## src/rtl/sha_blk_packer.sv

```systemverilog
// sha_blk_packer: packs a word-serial stream into SHA-256 message blocks with a fill slot and an output slot.
// The fill slot can hold one completed block while the output slot waits for the core.
module sha_blk_packer #(
  parameter int DW   = 32,
  parameter int NW   = 16,
  parameter int CNTW = 8
) (
  input  logic                clk,
  input  logic                rst,
  input  logic                msg_start,
  input  logic                vld_i,
  input  logic [DW-1:0]       din_i,
  output logic                in_rdy,
  output logic                blk_vld,
  input  logic                blk_rdy,
  output logic [DW*NW-1:0]    blk_data,
  output logic                blk_init,
  output logic [CNTW-1:0]     blk_cnt,
  output logic                err_ovf,
  output logic                err_abort,
  input  logic                err_clr
);
  localparam int BW = DW*NW;
  localparam int WW = $clog2(NW);
  logic [BW-1:0]   r_fill, r_data;
  logic [WW-1:0]   r_wcnt;
  logic [CNTW-1:0] r_cnt;
  logic            r_init_pend, r_held, r_held_init, r_vld, r_init, r_ovf, r_abort;
  logic            w_take, w_free, w_acc, w_start, w_pend, w_done;
  logic [WW-1:0]   w_wc;
  logic [BW-1:0]   w_blk;
  always_comb begin
    w_take  = r_vld & blk_rdy;
    w_free  = !r_vld | w_take;
    w_acc   = vld_i & !r_held;
    w_start = msg_start & !r_held;
    w_wc    = w_start ? '0 : r_wcnt;
    w_pend  = r_init_pend | msg_start;
    w_done  = w_acc & (w_wc == WW'(NW-1));
    w_blk   = {r_fill[BW-DW-1:0], din_i};
  end
  // The held block keeps its own init flag so a msg_start during the hold only affects the next block.
  always_ff @(posedge clk or posedge rst) begin
    if (rst) begin
      r_fill      <= '0;
      r_data      <= '0;
      r_wcnt      <= '0;
      r_cnt       <= '0;
      r_init_pend <= 1'b0;
      r_held      <= 1'b0;
      r_held_init <= 1'b0;
      r_vld       <= 1'b0;
      r_init      <= 1'b0;
      r_ovf       <= 1'b0;
      r_abort     <= 1'b0;
    end else begin
      if (w_acc) begin
        r_fill <= w_blk;
        r_wcnt <= w_wc + 1'b1;
      end else if (w_start) r_wcnt <= '0;
      r_init_pend <= w_done ? 1'b0 : w_pend;
      if (w_done && w_free) begin
        r_vld  <= 1'b1;
        r_data <= w_blk;
        r_init <= w_pend;
      end else if (w_take && r_held) begin
        r_data <= r_fill;
        r_init <= r_held_init;
        r_held <= 1'b0;
      end else if (w_take) r_vld <= 1'b0;
      if (w_done && !w_free) begin
        r_held      <= 1'b1;
        r_held_init <= w_pend;
      end
      if (w_take) r_cnt <= r_cnt + 1'b1;
      r_ovf   <= (vld_i & r_held) | (r_ovf & !err_clr);
      r_abort <= (w_start & (r_wcnt != '0)) | (r_abort & !err_clr);
    end
  end
  assign in_rdy    = !r_held;
  assign blk_vld   = r_vld;
  assign blk_data  = r_data;
  assign blk_init  = r_init;
  assign blk_cnt   = r_cnt;
  assign err_ovf   = r_ovf;
  assign err_abort = r_abort;
endmodule

```

## config.mk

```make
export PLATFORM = sky130hd
export DESIGN_NAME = sha_blk_packer
export DESIGN_NICKNAME = d
export VERILOG_FILES = /design/src/rtl/sha_blk_packer.sv
export SDC_FILE = /design/constraint.sdc
export NUM_CORES = 2
export LEC_CHECK = 0
export ABC_AREA = 1
export BUFFER_PORTS_ARGS = -buffer_cell sky130_fd_sc_hd__buf_2
export CORE_ASPECT_RATIO = 1.4
export CORE_MARGIN = 3
export CORE_UTILIZATION = 55
export CTS_CLUSTER_SIZE = 24
export DETAILED_ROUTE_END_ITERATION = 8
export GPL_ROUTABILITY_DRIVEN = 0
export PLACE_DENSITY_LB_ADDON = 0.25
export SLEW_MARGIN = 20
export SYNTH_ARGS = -nofsm -noshare
export SYNTH_HDL_FRONTEND = slang
export SYNTH_SLANG_ARGS = --single-unit
```

## constraint.sdc

```tcl
create_clock -name clk -period 78.9 [get_ports clk]
set_input_delay 11.835 -clock clk [delete_from_list [all_inputs] [get_ports clk]]
set_output_delay 11.835 -clock clk [all_outputs]
set_load 0.1 [all_outputs]
```

==> impl_results.md <==
- Hold crit path type: reg -> reg
- Fin. Hold Viols: 0
- Clock root cell: clkbuf_16
- DP Area: 49200 sq um
- RSZ-0062 raised after global routing: no
- Port bufs: 562
- FMAX: 64.9 MHz
- Final #Nets: 5987
- Cell count after synthesis: 5682
- First-pass GRT wire length: 227000 um
- Skew-Pair Late Insertion Delay: 660 ps
- Post-synth top area share: 0.560
- Post-route cell area: 52500 sq um
- Pwr/cell area: 20.7 nW/um^2
- CTS clk-pin slew, worst paths: 70 ps
- GRT Resource Usage Total: 0.330
- Clock Skew: 15.7 ps
- Post-synth EDFFs: 0
- DP Wirelength: 98800 um
- Layout area overhead: 12.5%
- Drc violations: 0
- DRT Pass-1 Iters: 6
- Cell repeated most along the worst path: buf_4
- Fin crit period: 15410 ps
- Peak supply drop: 0.0209 mV
- Setup_tns: 0 ps
- Non-filler cells, final: 7100
- Hold-fix buffers, CTS: 0
- Core area: 83500 sq um
- Post_cts resized: 0
- CP max-delay cell: buf_4
- Inserted Clock Buffers: 99
- Main synth FF type: dfrtp_1
- Vias per cell: 5.75
- Final Util: 0.628
- Max Slew Vio Count: 0
- Layout cells sized above 1: 0.128
- IO Pins: 563
- Die Span X: 252 um
- Final Cycle Share: 0.195
- Crit-path max cell delay: 980 ps
- CTS tree: yes
- Fin Hold WS: 473 ps
- Top post-synthesis cells by area: dfrtp_1 (56%), nand2_1 (13%), nand3_1 (11%)
- Initial drt markers: 4891
- Initial antenna violation count: 3
- Multi-input logic area: 16400 sq um
- Worst setup SP type: primary input
- Max Cap Violations: 0
- Setup crit end kind: flip-flop
- Vias in the first global route: 38857
- Worst Max-Slew Pin Slew: 1380 ps
- CP Cell Sequence: buf_2 > inv_1 > nor2_4 > buf_4 > nand2_2 > nor2_4 > buf_4 > buf_12 > buf_4 > nand3_1 > nand2_1 > nand2_1
- H-tree Lvls: 3
- FF-to-FF setup slack: 74280 ps
- Asr flop ratio synth: 1.00
- Clk buf depth: 3
- Number of cell rows: 125
- Status: complete, no violations
- Synthesized area per cell: 8.21 sq um
- Netlist cell types: 22
- Seq cells post-synth: 1043
- Headroom to the max-slew limit: 0.0802
- Critical setup path kind: in -> reg
- Seq/Total Area, Yosys: 0.560
- Die area: 88400 sq um
- Ys Warns: 0
- Required @ worst endpoint: 79440 ps
- Setup Buffers After CTS: 0
- Final setup violation count: 0
- Synth area leader: dfrtp_1
- Detail Route Antenna Nets: 0
- FF/Latch Area: 26100 sq um
- Synth Cell Area: 46600 sq um
- Overflow after GRT: 0
- DR WL/cell: 20.9 um
- Via count: 40847
- Number of fill cells: 7332
- P_leak: 0.0280 uW
- Mapped Nets: 5722
- Largest net degree at the start of global routing: 226
- CP arrival: 15950 ps
- Crit Path Max Fanout: 204
- Die H: 351 um
- Dpl cells: 6924
- Total routed wirelength: 149000 um
- Clock sinks: 1043
- Initial Utilization: 0.558
-- metal layers --
layer	up-vias	track usage	part of all wire
met5	-	0	0.00013
met4	2	0.190	0.066
met3	380	0.0595	0.078
met2	1828	0.536	0.48
met1	19835	0.419	0.38
li1	18802	-	-
-- sequential cells by signal, summed over array words and instances (netlist names) --
| name | cells |
|---|---|
| blk_cnt | 8 |
| blk_data | 512 |
| blk_init | 1 |
| blk_vld | 1 |
| err_abort | 1 |
| err_ovf | 1 |
| r_fill | 512 |
| r_held | 1 |
| r_held_init | 1 |
| r_init_pend | 1 |
| r_wcnt | 4 |
-- where the power goes --
part           switching (uW)  leakage, uW  internal (uW)  total, uW
Combinational            28.1       0.0130           6.74       34.8
Sequential               9.73       0.0133            548        558
Clock                     209      0.00162            282        492
-- cell usage in the layout, fill, tap and decap left out --
cell / Yosys / final
nand2_1: 1594 / 1592
bufinv_16: 0 / 10
nor4_1: 1 / 1
nor2_1: 8 / 8
buf_6: 5 / 3
nor2_4: 0 / 2
inv_2: 1 / 1
buf_4: 73 / 42
clkinvlp_4: 0 / 3
diode_2: 0 / 1
nand3b_1: 33 / 33
clkbuf_8: 0 / 16
clkbuf_16: 0 / 101
inv_1: 544 / 542
o21ai_0: 991 / 991
clkbuf_1: 256 / 22
inv_8: 0 / 1
clkinv_1: 0 / 1
inv_6: 0 / 4
dfrtp_1: 1043 / 1043
clkinv_4: 0 / 1
xnor2_1: 2 / 2
nand3_1: 1000 / 1000
o22ai_1: 2 / 2
nand2_2: 2 / 1
ha_1: 2 / 2
nand2_8: 0 / 1
buf_12: 0 / 4
xor2_1: 5 / 5
buf_16: 0 / 1
nand2_4: 0 / 2
buf_2: 94 / 562
clkinv_2: 0 / 17
nand4_1: 2 / 2
nor3_1: 2 / 2
-- path summary, 6_finish.rpt --
check | start | endpoint | depth (start not counted)
max in group asynchronous | rst | r_fill[182]$_DFFE_PP0N_ | 5
min in group asynchronous | rst | blk_data[7]$_DFFE_PP0P_ | 2
hold reg to reg | r_fill[321]$_DFFE_PP0N_ | r_fill[353]$_DFFE_PP0N_ | 2
hold / removal | r_fill[321]$_DFFE_PP0N_ | r_fill[353]$_DFFE_PP0N_ | 2
setup / recovery | vld_i | blk_data[128]$_DFFE_PP0P_ | 12
setup reg to reg | r_held$_DFFE_PP0P_ | blk_data[128]$_DFFE_PP0P_ | 10
-- worst max-delay path: cells and delay by family --
| kind | cells | cell delay [ps] |
|---|---|---|
| AND/OR/NAND/NOR | 6 | 810 |
| buffers and inverters | 6 | 2980 |
-- final cells by class --
type | instances | share of cell area
clock buffers | 139 | 0.0539
clock inverters | 35 | 0.00861
flip-flops and latches | 1043 | 0.497
multi-input cells | 3646 | 0.313
diodes | 1 | 0.0000477
well taps | 1079 | 0.0257
inverters | 545 | 0.0391
repair buffers | 612 | 0.0623
-- stage by stage --
step	setup WS, ps	power, uW
after floorplan	37710	587
after global placement	62960	602
final	63490	1080
after detailed placement	62940	603
after global routing	63200	1120
after CTS	63660	1090
-- cells by family (layout without fill, tap and decap cells) --
kind of cell               count (synthesis)  in the layout  synth area share
and+or+nand+nor                         2644           2644             0.243
DFF                                     1043           1043             0.560
AOI/OAI and AO/OA                        993            993             0.107
buffers and inverters                    993           1331            0.0891
xor gates and xnor gates                   7              7           0.00131
adders and majority gates                  2              2          0.000537
other                                      0              1                 0
-- synth_stat cells (5+ instances only) --
| cell | instances |
|---|---|
| o21ai_0 | 991 |
| buf_2 | 94 |
| clkbuf_1 | 256 |
| dfrtp_1 | 1043 |
| nand3_1 | 1000 |
| nand2_1 | 1594 |
| buf_6 | 5 |
| buf_1 | 20 |
| nor2_1 | 8 |
| nand3b_1 | 33 |
| xor2_1 | 5 |
| inv_1 | 544 |
| buf_4 | 73 |
(Power assumes the default switching activity.)
